===== src/rtl/modiff_stream.sv =====
// Streaming MODIFF pitch engine: fills a W+MAX_TAU sample frame, then emits d(tau) per lag and the minimising lag.
// Latency: d(k) at T0+(k-MIN_TAU+1)*W+1, done at T0+(MAX_TAU-MIN_TAU+1)*W+2 after the first COMPUTE cycle T0.
// Backpressure: s_ready is registered and high only in FILL; outputs are pulses with no downstream stall.
// Optional: define MODIFF_SQUARED_EN for a squared-difference term (multiplier in stage 2, same latency).
module modiff_stream #(
   parameter int DATA_WIDTH       = 8,
   parameter int WINDOW_SIZE_BITS = 8,
   parameter int MIN_TAU          = 2,
   parameter int MAX_TAU          = 40,
   parameter int TAU_WIDTH        = 6,
`ifdef MODIFF_SQUARED_EN
   parameter int ACC_WIDTH        = 2*DATA_WIDTH + WINDOW_SIZE_BITS
`else
   parameter int ACC_WIDTH        = DATA_WIDTH + WINDOW_SIZE_BITS
`endif
) (
   input  logic                  clk,
   input  logic                  reset,
   input  logic                  s_valid,
   input  logic [DATA_WIDTH-1:0] s_data,
   output logic                  s_ready,
   input  logic                  flush,
   output logic                  busy,
   output logic                  d_valid,
   output logic [TAU_WIDTH-1:0]  d_tau,
   output logic [ACC_WIDTH-1:0]  d_value,
   output logic                  done,
   output logic [TAU_WIDTH-1:0]  best_tau,
   output logic [ACC_WIDTH-1:0]  best_diff
);

   localparam int W      = 1 << WINDOW_SIZE_BITS;
   localparam int N      = W + MAX_TAU;
   localparam int ADDR_W = $clog2(N);
`ifdef MODIFF_SQUARED_EN
   localparam int TERM_W = 2*DATA_WIDTH;
`else
   localparam int TERM_W = DATA_WIDTH;
`endif

   typedef enum logic [1:0] {ST_FILL, ST_COMPUTE, ST_REPORT} state_t;

   state_t                  state, state_nxt;
   logic [DATA_WIDTH-1:0]   mem [N];
   logic [ADDR_W-1:0]       wr_idx;
   logic                    accept, wr_last;

   logic                        iss_act;
   logic [WINDOW_SIZE_BITS-1:0] iss_n;
   logic [TAU_WIDTH-1:0]        iss_tau;
   logic                        iss_last;
   logic [ADDR_W-1:0]           rd_a, rd_b;

   logic                  s1_vld, s1_first, s1_last;
   logic [TAU_WIDTH-1:0]  s1_tau;
   logic [DATA_WIDTH-1:0] s1_a, s1_b;

   logic [DATA_WIDTH-1:0] abs_diff;
   logic [TERM_W-1:0]     term;
   logic [ACC_WIDTH-1:0]  acc, acc_sum;
   logic [ACC_WIDTH-1:0]  run_min;
   logic [TAU_WIDTH-1:0]  run_tau;
   logic                  last_lag_out;

   assign accept       = s_valid && s_ready;
   assign wr_last      = accept && (wr_idx == ADDR_W'(N-1));
   assign iss_last     = (iss_n == {WINDOW_SIZE_BITS{1'b1}});
   assign rd_a         = ADDR_W'(iss_n);
   assign rd_b         = ADDR_W'(iss_n) + ADDR_W'(iss_tau);
   assign last_lag_out = d_valid && (d_tau == TAU_WIDTH'(MAX_TAU));
   assign busy         = (state == ST_COMPUTE);

   // Stage-2 arithmetic: per-sample term and running sum, cleared at n=0 of each lag.
   always_comb begin
      abs_diff = (s1_a > s1_b) ? (s1_a - s1_b) : (s1_b - s1_a);
`ifdef MODIFF_SQUARED_EN
      term     = TERM_W'(abs_diff) * TERM_W'(abs_diff);
`else
      term     = abs_diff;
`endif
      acc_sum  = (s1_first ? '0 : acc) + ACC_WIDTH'(term);
   end

   // Next-state: fill until the frame is full, compute until the last lag is out, report once; flush overrides.
   always_comb begin
      state_nxt = state;
      case (state)
         ST_FILL:    if (wr_last) state_nxt = ST_COMPUTE;
         ST_COMPUTE: if (last_lag_out) state_nxt = ST_REPORT;
         ST_REPORT:  state_nxt = ST_FILL;
         default:    state_nxt = ST_FILL;
      endcase
      if (flush) state_nxt = ST_FILL;
   end

   // State register.
   always_ff @(posedge clk or negedge reset) begin
      if (!reset) state <= ST_FILL;
      else        state <= state_nxt;
   end

   // Write index and registered ready; index restarts whenever we leave or abort FILL.
   always_ff @(posedge clk or negedge reset) begin
      if (!reset) begin
         wr_idx  <= '0;
         s_ready <= 1'b0;
      end else begin
         s_ready <= (state_nxt == ST_FILL);
         if (flush || state != ST_FILL || wr_last) wr_idx <= '0;
         else if (accept)                         wr_idx <= wr_idx + 1'b1;
      end
   end

   // Frame buffer write; contents need no reset since every frame refills it from index 0.
   always_ff @(posedge clk) begin
      if (accept && !flush) mem[wr_idx] <= s_data;
   end

   // Issue counters: walk n fastest, tau ascending, one read pair per cycle starting at T0.
   always_ff @(posedge clk or negedge reset) begin
      if (!reset) begin
         iss_act <= 1'b0;
         iss_n   <= '0;
         iss_tau <= TAU_WIDTH'(MIN_TAU);
      end else if (state != ST_COMPUTE || flush) begin
         iss_act <= (state_nxt == ST_COMPUTE);
         iss_n   <= '0;
         iss_tau <= TAU_WIDTH'(MIN_TAU);
      end else if (iss_act) begin
         if (iss_last) begin
            iss_n <= '0;
            if (iss_tau == TAU_WIDTH'(MAX_TAU)) iss_act <= 1'b0;
            else                               iss_tau <= iss_tau + 1'b1;
         end else begin
            iss_n <= iss_n + 1'b1;
         end
      end
   end

   // Stage 1: fetch x[n] and x[n+tau] with the position tags that travel alongside.
   always_ff @(posedge clk or negedge reset) begin
      if (!reset) begin
         s1_vld   <= 1'b0;
         s1_first <= 1'b0;
         s1_last  <= 1'b0;
         s1_tau   <= '0;
         s1_a     <= '0;
         s1_b     <= '0;
      end else begin
         s1_vld   <= iss_act && !flush;
         s1_first <= (iss_n == '0);
         s1_last  <= iss_last;
         s1_tau   <= iss_tau;
         s1_a     <= mem[rd_a];
         s1_b     <= mem[rd_b];
      end
   end

   // Stage 2: accumulate, publish d(tau) at the lag's last sample, and track the strict running minimum.
   always_ff @(posedge clk or negedge reset) begin
      if (!reset) begin
         acc     <= '0;
         d_valid <= 1'b0;
         d_tau   <= '0;
         d_value <= '0;
         run_min <= '0;
         run_tau <= '0;
      end else if (flush) begin
         d_valid <= 1'b0;
      end else begin
         d_valid <= s1_vld && s1_last;
         if (s1_vld) begin
            acc <= acc_sum;
            if (s1_last) begin
               d_tau   <= s1_tau;
               d_value <= acc_sum;
               if (s1_tau == TAU_WIDTH'(MIN_TAU) || acc_sum < run_min) begin
                  run_min <= acc_sum;
                  run_tau <= s1_tau;
               end
            end
         end
      end
   end

   // Report: one-cycle done with the frame minimum latched alongside it.
   always_ff @(posedge clk or negedge reset) begin
      if (!reset) begin
         done      <= 1'b0;
         best_tau  <= '0;
         best_diff <= '0;
      end else begin
         done <= (state == ST_COMPUTE) && (state_nxt == ST_REPORT);
         if (state == ST_COMPUTE && state_nxt == ST_REPORT) begin
            best_tau  <= run_tau;
            best_diff <= run_min;
         end
      end
   end

endmodule


===== config.mk =====
export PLATFORM = sky130hd
export DESIGN_NAME = modiff_stream
export DESIGN_NICKNAME = d
export VERILOG_FILES = /design/src/rtl/modiff_stream.sv
export SDC_FILE = /design/constraint.sdc
export NUM_CORES = 2
export LEC_CHECK = 0
export ABC_AREA = 1
export CELL_PAD_IN_SITES_DETAIL_PLACEMENT = 1
export CELL_PAD_IN_SITES_GLOBAL_PLACEMENT = 1
export CORE_MARGIN = 2
export CORE_UTILIZATION = 40
export DETAILED_ROUTE_END_ITERATION = 12
export PLACE_DENSITY = 0.71
export SETUP_SLACK_MARGIN = 0.15
export SLEW_MARGIN = 25
export SYNTH_ARGS = -nofsm -noshare
export SYNTH_HDL_FRONTEND = slang
export SYNTH_SLANG_ARGS = --single-unit

===== constraint.sdc =====
create_clock -name clk -period 5.41 [get_ports clk]
set_clock_uncertainty 0.1 [all_clocks]
set_input_delay 1.082 -clock clk [delete_from_list [all_inputs] [get_ports clk]]
set_output_delay 1.082 -clock clk [all_outputs]
set_load 0.01 [all_outputs]

======== Word-level counts from Yosys, hierarchy flattened ========
Memories as Yosys holds them, arrays and structs flattened. A register that Yosys moved wholly into a read port is not among the register bits.
Cells that the tools add are included.
word-level totals
  bits in latches ......................... 0
  logic and storage cells ................. 87
  bits in read-only memories .............. 0
  memories ................................ 1
  flip-flop bits (word level) ............. 120
  bits in writable memories ............... 2368
  input port bits ......................... 12
operators by class
  equal/unequal tests ..................... 10
  add/subtract/negate cells ............... 7
  shifts and indexed selects .............. 0
  muxes and demuxes ....................... 22
  multipliers ............................. 0
  reduce and logical (&&, ||, !) cells .... 25
  div/mod/pow operators ................... 0
  $lt $le $gt $ge ......................... 2
  bitwise gates (word level) .............. 1
memories
  name  depth  bits a word  read ports  clocked after memory_dff  wr ports  RTL line  RTL
  mem   296    8            2           2                         1         44        logic [DATA_WIDTH-1:0] mem [N];
operators by type and width
  kind                                                             count
  8-bit 2-to-1 mux                                                 4
  6-bit 2-to-1 mux                                                 4
  9-bit 2-to-1 mux                                                 2
  16-bit by 8-bit adder with 16-bit output                         1
  16-bit less-than comparator                                      1
  16-bit 2-to-1 mux                                                1
  8-bit subtractor                                                 2
  6-bit == test, second input constant                             2
  8-bit by 6-bit adder with 9-bit output                           1
  9-bit by 1-bit adder with 9-bit output, second input constant    1
  9-bit == test, second input constant                             1
  8-bit by 1-bit adder with 8-bit output, second input constant    1
  8-bit == test, second input constant                             1
  8-bit > comparator                                               1
  8-bit logical NOT                                                1
  2-bit nonzero test                                               4
  1-bit logical AND                                                7
  1-bit 2-to-1 mux                                                 7
  6-bit by 1-bit adder with 6-bit output, second input constant    1
  6-bit by 2-bit == test with 1-bit output, second input constant  1
  2-bit 2-to-1 mux                                                 3
  3-bit AND reduction                                              2
  2-bit by 1-bit == test with 1-bit output, second input constant  2
  2-bit logical NOT                                                2
  9 further kinds                                                  14

======== Depth between registers and ports, before layout ========
  word-level depth ........................ 7
  mapped depth ............................ 31
  gate-level depth less buffers ........... 30

======== Least setup slack after synthesis ========
Ideal clock, no wire load.
  path type ............................... flip-flop to flip-flop
  start ................................... reg s1_a[0], read port of mem
  end ..................................... reg run_min[5]
  cell stages (with the launch flop) ...... 28
  arrival ................................. 4.507 ns
  period minus slack after synthesis ...... 4.738 ns
  setup time .............................. 0.131 ns
  data required time ...................... 5.179 ns
  path slack .............................. 0.672 ns
  buffers on the path ..................... 1
  cells stage by stage .................... dfrtp_1 > inv_1 > ha_1 > inv_1 > fa_1 > inv_1 > o21ai_0 > nand2_1 > o211ai_1 > nand2_1 > mux2i_1 > xor2_1 > inv_1 > ha_1 > nand4_1 > o21ai_0 > a21oi_1 > nor2_1 > xor2_1 > ha_1 > a21oi_1 > o21a_1 > o221ai_1 > o21ai_0 > nand2_1 > clkbuf_1 > nor2_1 > a21oi_1
between the ends
  cells in the longest elaborated chain, start to end .. 6
ends and longest elaborated chain
  element                                                        RTL line  RTL
  from (decl)                                                    56        logic [DATA_WIDTH-1:0] s1_a, s1_b;
  8-bit subtractor / 8-bit > comparator (equally long branches)  75        abs_diff = (s1_a > s1_b) ? (s1_a - s1_b) : (s1_b - s1_a);
  8-bit 2-to-1 mux (*)                                           75
  16-bit by 8-bit adder with 16-bit output (*)                   81        acc_sum = (s1_first ? '0 : acc) + ACC_WIDTH'(term);
  via acc_sum[11]                                                60        logic [ACC_WIDTH-1:0] acc, acc_sum;
  16-bit less-than comparator (*)                                177       if (s1_tau == TAU_WIDTH'(MIN_TAU) || acc_sum < run_min) begin
  1-bit logical OR (*)                                           177
  4-bit AND reduction (no source line) (*)                       -
  to (signal assigned)                                           178       run_min <= acc_sum;
  to (decl)                                                      61        logic [ACC_WIDTH-1:0] run_min;
The timed path passes the listed nets; every way through them passes the cells marked *.
A chain may end at the register's enable or synchronous reset.

======== Worst setup path after layout ========
Ends and elaborated chain as after synthesis.

==> flow_summary.rst <==
.. list-table::
   :header-rows: 1

   * - Metric
     - Value
   * - Area of the mapped netlist
     - roughly 0.12 mm^2
   * - Routability congestion estimate from global placement
     - between 0.9 and 1
   * - Overflow after GRT
     - 0
   * - Post-detailed-route wirelength per cell
     - ~27 um
   * - Relative area change from synthesis to final layout
     - 13.3%
   * - Post-detailed-routing wire length
     - slightly below 500000 um
   * - Total of flip-flops plus latches after synthesis
     - approximately 2500
   * - End of the worst register-to-register path
     - run_min[5]$_DFFE_PN0P_
   * - Static leakage power
     - 0.0536 uW
   * - Global route hottest layer
     - met2
   * - Crit path launch type
     - register
   * - Setup crit end kind
     - register
   * - Proportion of synthesized flip-flops having asynchronous set or reset
     - about 5.4%
   * - Hold Crit Class
     - in -> async
   * - Initial antenna violation count
     - 28
   * - Max-cap check violation count
     - 0
   * - Fraction of final layout cells sized beyond drive strength 1
     - under 10%
   * - Util after Layout
     - a little under half
   * - Critical setup path kind
     - reg -> reg
   * - Net load switching power
     - about 8900 uW
   * - Clock Sinks
     - roughly 2500
   * - Net Count, Synth
     - around 14000
   * - Total number of yosys warnings
     - 0
   * - Cell depth of the worst flop-to-flop path
     - 31
   * - Overall fraction of global-route tracks in use
     - between 30% and 40%
   * - Largest fanout on the critical path
     - 8
   * - Clock tree from TritonCTS
     - done
   * - Highest-delay cell along the critical path
     - dfrtp_1
   * - Worst path required time
     - 6.13 ns
   * - M3 GR Usage
     - between 4 and 5%
   * - CTS H-Tree Depth
     - 5
   * - Die width
     - 563 um
   * - Fill count
     - approximately 36000
   * - Synth Flop Type
     - edfxtp_1
   * - Number of vias per cell
     - just under 6
   * - Power share of the clock group
     - a little under half
   * - Number of distinct library cell variants in the gate-level netlist after synthesis
     - 40
   * - Met1 track demand over resource in global routing
     - 40.0%
   * - Setup crit start
     - s1_a[0]$_DFF_PN0_
   * - Maximum number of pins on one net before global-route repair
     - approximately 170
   * - Core area
     - around 0.31 mm^2
   * - Setup violation total in the final timing report
     - 0
   * - Root buffer cell
     - clkbuf_16
   * - Highest clock frequency the design can meet
     - approximately 0.2 GHz
   * - Internal power
     - 31900 uW
   * - # rows
     - between 200 and 250
   * - FF-to-FF Start
     - s1_a[0]$_DFF_PN0_
   * - Cell repeated most along the worst path
     - inv_1
   * - Maximum vdd ir drop
     - ~0.24 mV
   * - Total die area
     - 0.316 mm^2
   * - Total Nets Final
     - roughly 14000
   * - Via count of the first global-routing pass
     - between 100k and 150k
   * - Run status
     - finished, final reports clean
   * - Number of synthesized flops with an enable pin
     - around 2400
   * - I/O pin count
     - 60
   * - Power density cells
     - between 200 and 300 mW/mm^2
   * - Count of antenna-violating nets left after detailed routing
     - 0
   * - Violation count after the first detailed-route iteration
     - approximately 11000
   * - Post-synthesis sequential area ratio
     - between 50 and 60%
   * - Setup repair after global routing missed its margin
     - false
   * - Post-Route Setup TNS
     - 0 ns
   * - Residual DRC count
     - 0
   * - Clock insertion delay at the later pin of the skew report
     - approximately 0.94 ns
   * - Final max-slew violation count
     - 0
   * - Relative slew margins
     - about a fifth
   * - Proportion of power drawn by combinational gates
     - approximately 1.6%
   * - Initial cell density of the core
     - between 40 and 50%
   * - Cts hold-fix bufs
     - 0
   * - Crit path time final
     - between 5 and 6 ns
   * - Actual slew at the worst max-slew pin
     - between 1 and 1.5 ns
   * - Final Hold Fails
     - 0
   * - Fraction of power spent switching nets
     - 21.9%
   * - Number of input and output port buffers inserted
     - between 50 and 60
   * - First-pass DRT Iterations
     - 6
   * - Clock buffer depth
     - 4
   * - End of the critical path
     - run_min[5]$_DFFE_PN0P_
   * - Count of vias placed by the detailed router
     - 106000
   * - Portion of total power attributed to sequential cells
     - ~52%
   * - Met2 track demand over resource in global routing
     - roughly 48%
   * - CTS clock-pin slew for the worst setup and hold paths
     - 0.06 ns
   * - Vertical die dimension
     - around 560 um
   * - Number of buffers added by the clock tree synthesis step
     - around 290
   * - Highest cell delay on the worst timing path
     - between 0.3 and 0.4 ns
   * - Mean area per synthesized cell
     - between 8 and 9 um^2
   * - HPWL after detailed placement
     - roughly 300000 um
   * - Post-Synthesis Cells
     - 14000
   * - First-pass GRT wire length
     - about 710000 um
   * - Arrival time reported for the critical path endpoint
     - between 5 and 6 ns
   * - R2r setup slk
     - ~0.41 ns
   * - Ratio of final minimum period to clock period
     - approximately 92%
layout make-up:
class                   instances  area [um^2]  share of cell area (%)
diodes                         12         30.0                  0.0212
clock buffers                 352         7520                    5.32
clock inverters               161         1320                   0.930
inverters                    1109         4200                    2.97
multi-input cells            9379        42500                    30.0
flip-flops and latches       2504        74500                    52.7
well taps                    4140         5180                    3.66
repair buffers                609         6200                    4.38
routing by layer:
| metal | part of all wire, % | up-vias | routed length, um |
|---|---|---|---|
| li1 | - | 47200 | - |
| met1 | 41 | 53300 | 198000 |
| met2 | 46 | 4552 | 222000 |
| met3 | 8.4 | 1027 | 40700 |
| met4 | 5.2 | 6 | 25500 |
| met5 | 0.0058 | - | 28 |
cells in the final DEF, fill, tap and decap left out, types with 140 or more instances in the layout:
cell type  instances
a21oi_1          714
buf_4            435
clkbuf_16        294
edfxtp_1        2368
inv_1           1094
nand2_1         3350
nand3_1         1036
nor2_1          1579
o211ai_1         140
o21ai_0         2191
Yosys cell counts, types with 21 or more instances:
cell | count | area, um^2
ha_1 | 52 | 651
buf_2 | 290 | 1450
o211ai_1 | 140 | 1050
a21oi_1 | 718 | 3590
nand3_1 | 1052 | 5270
clkbuf_1 | 546 | 2050
nand2_1 | 3357 | 12600
edfxtp_1 | 2368 | 71100
inv_1 | 1099 | 4130
nor2_1 | 1589 | 5960
o22ai_1 | 78 | 488
nand4_1 | 70 | 438
xor2_1 | 26 | 228
nor3_1 | 21 | 105
buf_1 | 118 | 443
o21ai_0 | 2196 | 11000
dfrtp_1 | 135 | 3380
critical path: cells and delay by family, from the launching register on:
kind            cells  cell delay (ns)
xor+xnor            1             0.19
compound gates      7             0.77
buf+inv             9             0.97
fa+ha+maj           4             1.06
mux                 1             0.34
simple gates        9             1.12
flops               1             0.37
worst min-delay path by stage:
stage,start,endpoint,slack [ns],cells after the start
finish,reset,best_tau[3]$_DFFE_PN0P_,0.15,1
global route,reset,best_tau[1]$_DFFE_PN0P_,0.20,1
CTS,reset,best_tau[1]$_DFFE_PN0P_,0.13,1
detailed placement,run_min[8]$_DFFE_PN0P_,run_min[8]$_DFFE_PN0P_,0.36,2
global placement,best_tau[1]$_DFFE_PN0P_,best_tau[1]$_DFFE_PN0P_,0.35,2
floorplan,iss_tau[3]$_DFFE_PN0P_,s1_tau[3]$_DFF_PN0_,0.30,0
cells by family (layout without fill, tap and decap cells):
family	count (synthesis)	in the layout	synth area share [%]
AO/OA/AOI/OAI	3156	3156	13.1
XOR/XNOR	28	28	0.209
adder cells (fa/ha/maj)	56	56	0.585
buffers and inverters	2081	2231	6.60
flip-flops	2504	2504	59.7
multiplexers	14	14	0.125
other	0	12	0
AND/OR/NAND/NOR	6125	6125	19.7
state kept, by name (all words and copies together), names as in the netlist, 6 cells and up:
name,flops
acc,16
best_diff,16
best_tau,6
d_tau,6
d_value,16
iss_n,8
iss_tau,6
mem,2368
run_min,16
run_tau,6
s1_a,8
s1_b,8
s1_tau,6
wr_idx,9
through the flow:
| step | std cells | hold WS (ns) | total power (uW) | instance area [um^2] | setup slack, ns |
|---|---|---|---|---|---|
| after floorplan | 14000 | 0.298 | 21700 | 125000 | 0.672 |
| after global placement | 17700 | 0.354 | 22300 | 132000 | 0.263 |
| after detailed placement | 17700 | 0.359 | 22300 | 132000 | 0.199 |
| after CTS | 18200 | 0.126 | 41000 | 141000 | 0.151 |
| after global routing | 18300 | 0.205 | 41700 | 141000 | 0.0952 |
| final | 18300 | 0.147 | 40800 | 141000 | 0.409 |
power groups by stage:
stage | clock (uW) | sequential, uW | combinational, uW
floorplan | 0 | 21600 | 111
global placement | 0 | 21600 | 645
detailed placement | 0 | 21600 | 655
CTS | 19100 | 21200 | 656
global route | 19800 | 21200 | 709
finish | 18900 | 21200 | 670
timing repair:
action,in CTS,in global routing
endpoints found under the setup margin,0,22
resized for setup,0,27
buffers inserted,0,6
Power figures use the tool's default switching activity.
